### config.mk
export PLATFORM = sky130hd
export DESIGN_NAME = iiitb_vending_machine
export DESIGN_NICKNAME = d
export VERILOG_FILES = /design/src/rtl/iiitb_vending_machine.sv
export SDC_FILE = /design/constraint.sdc
export NUM_CORES = 1
export LEC_CHECK = 0
export BUFFER_PORTS_ARGS = -buffer_cell sky130_fd_sc_hd__buf_2
export CAP_MARGIN = 10
export CORE_AREA = 2 2 39 41
export DETAILED_ROUTE_END_ITERATION = 10
export DIE_AREA = 0 0 41 43
export PLACE_DENSITY = 0.5
export SKIP_LAST_GASP = 1
export SLEW_MARGIN = 20
export SYNTH_ARGS = -nofsm -noshare
export SYNTH_HDL_FRONTEND = slang
export SYNTH_SLANG_ARGS = --single-unit
export TNS_END_PERCENT = 5
### constraint.sdc
create_clock -name clock -period 1.6 [get_ports clock]
set_clock_uncertainty 0.2 [all_clocks]
set_input_delay 0.16 -clock clock [delete_from_list [all_inputs] [get_ports clock]]
set_output_delay 0.16 -clock clock [all_outputs]
set_load 0.01 [all_outputs]
### src/rtl/iiitb_vending_machine.sv
// iiitb_vending_machine: 15-unit single-item vending FSM taking 5/10 coins, registered pulse outputs.
// Define IIITB_VM_INVALID_REFUND_EN to make an invalid coin (11) abort and refund held credit.
module iiitb_vending_machine (
   input  logic       clock,
   input  logic       reset,
   input  logic [1:0] in,
   output logic       out,
   output logic [1:0] change
);
   typedef enum logic [1:0] {S0, S5, S10} state_t;
   state_t     state_q, state_d;
   logic       out_q, out_d;
   logic [1:0] change_q, change_d;
   logic [1:0] refund;
   // Held credit expressed directly as a change code: S5 -> 01, S10 -> 10.
   assign refund = (state_q == S5) ? 2'b01 : (state_q == S10) ? 2'b10 : 2'b00;
   always_comb begin
      state_d  = state_q;
      out_d    = 1'b0;
      change_d = 2'b00;
      case (in)
         2'b00: begin
            state_d  = S0;
            change_d = refund;
         end
         2'b01: begin
            state_d = (state_q == S0) ? S5 : (state_q == S5) ? S10 : S0;
            out_d   = (state_q == S10);
         end
         2'b10: begin
            state_d  = (state_q == S0) ? S10 : S0;
            out_d    = (state_q != S0);
            change_d = (state_q == S10) ? 2'b01 : 2'b00;
         end
         default: begin
`ifdef IIITB_VM_INVALID_REFUND_EN
            state_d  = S0;
            change_d = refund;
`else
            state_d  = state_q;
`endif
         end
      endcase
   end
   always_ff @(posedge clock or negedge reset) begin
      if (!reset) begin
         state_q  <= S0;
         out_q    <= 1'b0;
         change_q <= 2'b00;
      end else begin
         state_q  <= state_d;
         out_q    <= out_d;
         change_q <= change_d;
      end
   end
   assign out    = out_q;
   assign change = change_q;
endmodule

==> flow_summary.yaml, run 1 <==
drt:
  viasPerCell: 3.98
  routed_wl_um: 498
  routedWlPerCell_um: 9.22
  first_pass_iters: 2
  detail-route-antenna-nets: 0
  vias: 215
  drt_iter0_markers: 7
  route.detailed.drc: 0
cts:
  clock_sinks: 5
  worstSkewPairLatency_ns: 0.24
  cts.path.max_buffers: 2
  cts_buffers: 3
  root_buffer: "clkbuf_4"
  cts_max_level: 1
  tritoncts: "done"
  clk_pin_slew_ns: 0.04
  cts-resized-gates: 0
worst_setup_path:
  critical_path_class: "register to register"
  r2r_cells: 2
  worst_setup_path_end_kind: "register"
  cp.arrival_ns: 1.04
  rrSetupSlack_ns: 0.48
  worstPathMaxFanout: 7
  r2r-end: "state_q[1]$_DFFE_PN0P_"
  critPathLaunchType: "register"
  r2r-start: "state_q[0]$_DFFE_PN0P_"
  critPathRequiredTime_ns: 1.52
run_status:
  outcome: "finished clean"
sta:
  min_period_over_period_pct: 70.2
  rsz0062_at_grt: "no"
  hold_viol_final: 0
  worst_pin_slew_ns: 0.258
  setup_viol: 0
  max_freq_mhz: 890
  setup_tns_ns: 0
  slew_headroom_pct: 82.5
  fin_crit_ns: 1.12
  slew_viol_final: 0
grt:
  grt_max_degree: 8
  grt_usage_pct: 8.02
  grt_pass1_wl_um: 890
  antenna_found_initial: 0
  grt-ovfl-total: 0
  grt_pass1_vias: 209
pwr:
  power.density_nw_per_um2: 858
  ir_worst_vdd_mv: 0.210
  p_sw_share_pct: 23.8
  p_int_uw: 246
  comb_power_share_pct: 12.4
  p_seq_share_pct: 43.4
  power.leakage_uw: 0.000198
  pwr-share-clk_pct: 44.2
  p_sw_uw: 77.0
place:
  place_congestion: 0.684
  post_dp_cell_area_sq_um: 340
  place_hpwl_um: 408
  io_buffers: 6
layout:
  multi_input_area_sq_um: 150
  insertedDiodeCount: 0
  syn_to_final_growth_pct: 29.7
  stdcell_area_sq_um: 377
  nets: 48
  seqCellArea_sq_um: 125
  drive_gt1_share_pct: 28.9
  final_cell_mix: "buf_2 (6), ha_1 (5), dfrtp_1 (5), inv_1 (4)"
  layout_commonest_cell: "buf_2"
  n_fill_cell: 149
synth:
  yosysSeqAreaShare_pct: 43.1
  yosysTopAreaCell: "dfrtp_1"
  yosysWarnings: 0
  ys_seq_elements: 5
  syn_inst: 27
  yosysUniqueCellTypes: 13
  syn_area_sq_um: 290
  syn_nets: 36
  syn-mean-instance-area_sq_um: 10.8
  synth_top_area_share_pct: 43.1
  synth_area_leaders: "dfrtp_1 (43%), ha_1 (22%), inv_1 (5.2%), nand2b_1 (4.3%), o31ai_2 (4.3%)"
run:
  max-cap-violations: 0
worst_hold_path:
  hold_class: "input pin to async pin"
die:
  row_count: 14
  floorplan.initialDensity_pct: 21.0
  pin_count: 7
  die_w_um: 41
  die_y_um: 43
  die_area_sq_um: 1760
  core_sq_um: 1380
flip-flops by register name, summed over array words and instances (netlist names):
signal   flops
change       2
out          1
state_q      2
area by class of cell:
| class | count | area share (%) |
|---|---|---|
| multi-input cells | 18 | 39.9 |
| inverters | 4 | 3.99 |
| well taps | 16 | 5.32 |
| flip-flops and latches | 5 | 33.2 |
| repair buffers | 7 | 10.6 |
| clock buffers | 4 | 6.98 |
stage by stage:
| stage | instances | hold WS (ns) | setup slack [ns] | power (uW) | util (%) |
|---|---|---|---|---|---|
| after global placement | 49 | -0.224 | 0.338 | 180 | 24.6 |
| after detailed placement | 49 | -0.218 | 0.316 | 182 | 24.6 |
| after global routing | 54 | 0.0768 | 0.402 | 354 | 27.2 |
| final | 54 | 0.0677 | 0.477 | 323 | 27.2 |
| after CTS | 54 | 0.0609 | 0.470 | 333 | 27.2 |
| after floorplan | 27 | -0.336 | 0.521 | 165 | - |
cell usage after synthesis:
cell / instances
dfrtp_1: 5
mux2i_1: 1
inv_1: 4
nor2_1: 1
o41ai_1: 1
ha_1: 5
nor2b_1: 1
o31ai_2: 1
o22ai_1: 1
o221a_2: 1
nand2_1: 3
o21ai_0: 1
nand2b_1: 2
logic make-up after synthesis:
| logic type | synth area share, % |
|---|---|
| compound gates | 15.1 |
| buf+inv | 5.17 |
| mux | 3.45 |
| simple gates | 11.6 |
| flops | 43.1 |
| fa+ha+maj | 21.6 |
worst max-delay path: stages (launching register included):
cell and delay [ns]:
dfrtp_1 0.45, mux2i_1 0.26, o31ai_2 0.08
power by group through the flow:
stage          Combinational [uW]  Clock (uW)  Sequential (uW)
6_report                     39.9         143              140
5_1_grt                      47.1         165              142
4_1_cts                      41.2         151              140
3_5_place_dp                 39.3           0              142
3_3_place_gp                 38.4           0              142
2_1_floorplan                22.9           0              142
what timing repair did:
| item | in CTS | in global routing |
|---|---|---|
| hold buffers | 1 | 0 |
| buffers inserted | 0 | 0 |
| hold endpoints to repair | 5 | 0 |
how the worst max path moves through the flow:
stage                                 startpoint                      to  slack [ns]  cells past startpoint
after floorplan                            in[0]  state_q[0]$_DFFE_PN0P_        0.52                      4
after CTS                 state_q[0]$_DFFE_PN0P_  state_q[1]$_DFFE_PN0P_        0.47                      2
final                     state_q[0]$_DFFE_PN0P_  state_q[1]$_DFFE_PN0P_        0.48                      2
after global placement                     in[0]  state_q[0]$_DFFE_PN0P_        0.34                      5
after detailed placement                   in[1]  state_q[0]$_DFFE_PN0P_        0.32                      5
after global routing      state_q[0]$_DFFE_PN0P_  state_q[1]$_DFFE_PN0P_        0.40                      2
per-layer routing:
layer  share of wire [%]  track usage [%]  vias up
li1                    -                -      111
met1                  46             9.29       95
met2                  45             10.3        7
met3                 8.4             4.71        2
met4                0.80             6.00        0
met5                   0                0        -
(Power assumes the default switching activity.)
==> run 2: changes to the inputs <==
Clock period 1.6 ns to 1.1 ns, I/O delays scaled along.
==> flow_summary.yaml, run 2 (synthesized netlist as in run 1, its figures left out) <==
sta:
  max_freq_mhz: 912
  setup_viol: 0
  holdWs_ns: 0.0128
  worst_pin_slew_ns: 0.223
  slew_viol_final: 0
  fin_crit_ns: 1.10
  slew_headroom_pct: 84.9
  min_period_over_period_pct: 99.7
  hold_viol_final: 0
  rsz0062_at_grt: "yes"
run:
  max-cap-violations: 0
drt:
  viasPerCell: 3.84
  first_pass_iters: 2
  routedWlPerCell_um: 8.00
  routed_wl_um: 488
  vias: 234
  drt_iter0_markers: 1
  detail-route-antenna-nets: 0
  route.detailed.drc: 0
die:
  die_y_um: 43
  core_sq_um: 1380
  row_count: 14
  die_area_sq_um: 1760
  floorplan.initialDensity_pct: 21.0
  pin_count: 7
  die_w_um: 41
worst_setup_path:
  cp.arrival_ns: 1.05
  critPathRequiredTime_ns: 1.05
  critical-path-max-stage-delay_ns: 0.45
  worst_setup_path_end_kind: "register"
  worstPathMaxFanout: 7
  path_cells: "mux2i_1, o31ai_2"
  critPathLaunchType: "register"
  critical_path_class: "register to register"
  crit_slowest_cell: "dfrtp_2"
layout:
  nets: 55
  drive_gt1_share_pct: 44.4
  syn_to_final_growth_pct: 50.9
  final_cell_mix: "buf_4 (7), buf_2 (6), ha_1 (5), inv_1 (4), dfrtp_1 (4)"
  insertedDiodeCount: 0
  final_util_pct: 31.6
  seqCellArea_sq_um: 126
  final-instance-count-excl-fill: 61
  n_fill_cell: 151
  multi_input_area_sq_um: 158
  layout_commonest_cell: "buf_4"
grt:
  grt_usage_pct: 6.52
  grt_pass1_wl_um: 717
  grt_pass1_vias: 195
  grt-ovfl-total: 0
  antenna_found_initial: 0
  grt_max_degree: 8
pwr:
  p_int_uw: 379
  ir_worst_vdd_mv: 0.280
  power.density_nw_per_um2: 1140
  p_sw_uw: 120
  p_sw_share_pct: 24.1
  comb_power_share_pct: 16.9
  pwr-share-clk_pct: 42.3
  p_total_uw: 499
  p_seq_share_pct: 40.8
  power.leakage_uw: 0.000238
worst_hold_path:
  hold_class: "input pin to async pin"
cts:
  root_buffer: "clkbuf_4"
  cts_setup_buffers: 0
  cts_max_level: 1
  clock_sinks: 5
  worstSkewPairLatency_ns: 0.24
  cts.path.max_buffers: 2
  tritoncts: "done"
  clk_pin_slew_ns: 0.04
  cts_buffers: 3
place:
  place_congestion: 0.633
  io_buffers: 6
  place_inst: 56
  place_hpwl_um: 406
run_status:
  outcome: "finished clean"
-- run 2: metal layers --
| metal | GRT usage, % | share of wire (%) | routed length (um) |
|---|---|---|---|
| met1 | 6.73 | 43 | 208 |
| met2 | 9.06 | 49 | 239 |
| met3 | 1.57 | 8.2 | 40 |
| met4 | 8.00 | 0 | 0 |
| met5 | 0 | 0 | 0 |
-- run 2: area by class of cell --
cell class / instances / share of cell area (%)
Inverter: 4 / 3.43
Timing Repair Buffer: 14 / 21.1
Clock buffer: 4 / 6.00
Tap cell: 16 / 4.57
Multi-Input combinational cell: 18 / 36.0
Sequential cell: 5 / 28.9
-- run 2: repair_timing --
action / in CTS / in global routing
hold buffers: 1 / 0
gates resized for setup: 1 / 1
endpoints found under the hold margin: 5 / 0
endpoints found under the setup margin: 2 / 2
-- run 2: through the flow --
stage	setup WS [ns]	instance area (sq um)	setup TNS [ns]
5_1_grt	-0.0318	438	-0.0565
3_3_place_gp	-0.122	393	-0.391
3_5_place_dp	-0.171	393	-0.514
6_report	0.00376	438	0
2_1_floorplan	0.0579	290	0
4_1_cts	-0.00476	430	-0.00476
-- run 2: path summary, 6_finish.rpt --
path,slack [ns],depth (start not counted),from,to
max,0.004,2,state_q[0]$_DFFE_PN0P_,state_q[1]$_DFFE_PN0P_
min,0.01,2,reset,out$_DFF_PN0_
max reg2reg,0.004,2,state_q[0]$_DFFE_PN0P_,state_q[1]$_DFFE_PN0P_
min reg2reg,0.35,1,state_q[1]$_DFFE_PN0P_,state_q[0]$_DFFE_PN0P_
max in group asynchronous,0.55,2,reset,state_q[0]$_DFFE_PN0P_
min in group clock,0.16,5,in[1],change[1]$_DFF_PN0_
-- run 2: worst max-delay path, delay by kind of cell, from the launching register on --
kind	cells	cell delay, ns
AOI/OAI and AO/OA	1	0.21
muxes	1	0.15
DFF	1	0.45
-- run 2: power groups by stage --
stage | combinational, uW | sequential, uW | clock [uW]
detailed placement | 81.5 | 205 | 0
CTS | 84.1 | 203 | 222
global placement | 80.5 | 205 | 0
global route | 95.8 | 205 | 225
floorplan | 33.4 | 206 | 0
finish | 84.1 | 204 | 211
==> run 3: changes to the inputs <==
==> constraint.sdc (replaced) <==
create_clock -name clock -period 1.1 [get_ports clock]
set_clock_uncertainty 0.2 [all_clocks]
set_input_delay 0.165 -clock clock [delete_from_list [all_inputs] [get_ports clock]]
set_output_delay 0.165 -clock clock [all_outputs]
set_load 0.01 [all_outputs]
==> flow_summary.yaml, run 3 (synthesized netlist as in run 1, its figures left out) <==
sta:
  setup_viol: 0
  rsz0062_at_grt: "yes"
  worst_pin_slew_ns: 0.250
  min_period_over_period_pct: 99.1
  hold_viol_final: 0
  fin_crit_ns: 1.09
  max_freq_mhz: 918
  slew_viol_final: 0
  post-route-worst-setup-slack_ns: 0.0102
  slew_headroom_pct: 83.1
grt:
  grt_usage_pct: 7.55
  antenna_found_initial: 0
  grt_max_degree: 8
  grt_pass1_wl_um: 834
  grt_pass1_vias: 218
  grt-ovfl-total: 0
die:
  core_sq_um: 1380
  die_area_sq_um: 1760
  floorplan.initialDensity_pct: 21.0
  pin_count: 7
  die_w_um: 41
  row_count: 14
  die_y_um: 43
drt:
  vias: 230
  drt_iter0_markers: 2
  first_pass_iters: 3
  routedWlPerCell_um: 7.26
  route.detailed.drc: 0
  routed_wl_um: 443
  detail-route-antenna-nets: 0
  viasPerCell: 3.77
run:
  max-cap-violations: 0
cts:
  clk_pin_slew_ns: 0.05
  cts_max_level: 1
  clock_sinks: 5
  cts_buffers: 3
  tritoncts: "done"
  worstSkewPairLatency_ns: 0.24
  cts.path.max_buffers: 2
  cts_setup_buffers: 0
  root_buffer: "clkbuf_4"
layout:
  final_cell_mix: "buf_4 (7), buf_2 (6), ha_1 (5), inv_1 (4), dfrtp_1 (4)"
  syn_to_final_growth_pct: 48.7
  drive_gt1_share_pct: 44.4
  layout_commonest_cell: "buf_4"
  nets: 55
  insertedDiodeCount: 0
pwr:
  ir_worst_vdd_mv: 0.315
  power.leakage_uw: 0.000234
  p_total_uw: 496
  p_sw_share_pct: 25.0
  p_int_uw: 372
  p_sw_uw: 124
  power.density_nw_per_um2: 1150
  comb_power_share_pct: 16.5
  pwr-share-clk_pct: 42.8
  p_seq_share_pct: 40.7
worst_setup_path:
  cp.arrival_ns: 1.05
  crit_slowest_cell: "dfrtp_2"
  worst_setup_path_end_kind: "register"
  critPathLaunchType: "register"
  critical-path-max-stage-delay_ns: 0.44
  critPathRequiredTime_ns: 1.06
  worstPathMaxFanout: 7
  critical_path_class: "register to register"
  path_cells: "mux2i_1, o31ai_2"
  crit_family: "flip-flops"
  path_buf_inv: 0
place:
  place_congestion: 0.647
  io_buffers: 6
  dpl_worst_slack_ns: -0.214
  place_hpwl_um: 375
run_status:
  outcome: "finished clean"
worst_hold_path:
  hold_class: "input pin to async pin"
## run 3: final timing paths
kind / from / end / slack, ns / cells after the start
worst max-delay path: state_q[0]$_DFFE_PN0P_ / state_q[1]$_DFFE_PN0P_ / 0.01 / 2
max in group asynchronous: reset / state_q[0]$_DFFE_PN0P_ / 0.50 / 2
min in group clock: in[1] / state_q[0]$_DFFE_PN0P_ / 0.19 / 5
worst min register to register: state_q[1]$_DFFE_PN0P_ / state_q[0]$_DFFE_PN0P_ / 0.32 / 1
worst max register to register: state_q[0]$_DFFE_PN0P_ / state_q[1]$_DFFE_PN0P_ / 0.01 / 2
worst min-delay path: reset / out$_DFF_PN0_ / 0.05 / 2
## run 3: routing by layer
metal,vias up,routed length (um),global-route usage (%)
li1,127,-,-
met1,96,197,8.12
met2,7,204,10.0
met3,0,42,3.14
met4,0,0,8.00
met5,-,0,0
## run 3: cell type report
type                    instances  area, sq um
fillers                       142          952
multi-input cells              18          150
flip-flops and latches          5          126
repair buffers                 14         92.6
clock buffers                   3         22.5
well taps                      16         20.0
inverters                       4         15.0
clock inverters                 1         5.00
## run 3: through the flow
stage | instances | util [%] | hold slack [ns] | TNS, ns | area [sq um]
after global placement | 56 | 28.4 | -0.219 | -0.653 | 393
after CTS | 61 | 31.2 | 0.0465 | -0.00436 | 432
after floorplan | 27 | - | -0.331 | 0 | 290
final | 61 | 31.2 | 0.0548 | 0 | 432
after global routing | 61 | 31.2 | 0.0862 | -0.216 | 432
after detailed placement | 56 | 28.4 | -0.214 | -0.720 | 393
## run 3: worst reg2reg max path: cells and delay by family, from the launching register on
| kind | cells | cell delay, ns |
|---|---|---|
| DFF | 1 | 0.44 |
| muxes | 1 | 0.14 |
| AOI/OAI and AO/OA | 1 | 0.22 |
## run 3: timing repair
| item | in CTS | in global routing |
|---|---|---|
| hold buffers | 1 | 0 |
| endpoints found under the setup margin | 5 | 6 |
| pin swaps | 0 | 0 |
| gates resized for setup | 1 | 0 |
| endpoints found under the hold margin | 5 | 0 |
## run 3: power by group through the flow
stage / Clock [uW] / Sequential (uW) / Combinational (uW)
final: 212 / 202 / 81.7
after CTS: 226 / 202 / 83.7
after detailed placement: 0 / 203 / 81.5
after global placement: 0 / 205 / 80.4
after floorplan: 0 / 206 / 33.4
after global routing: 241 / 203 / 95.5
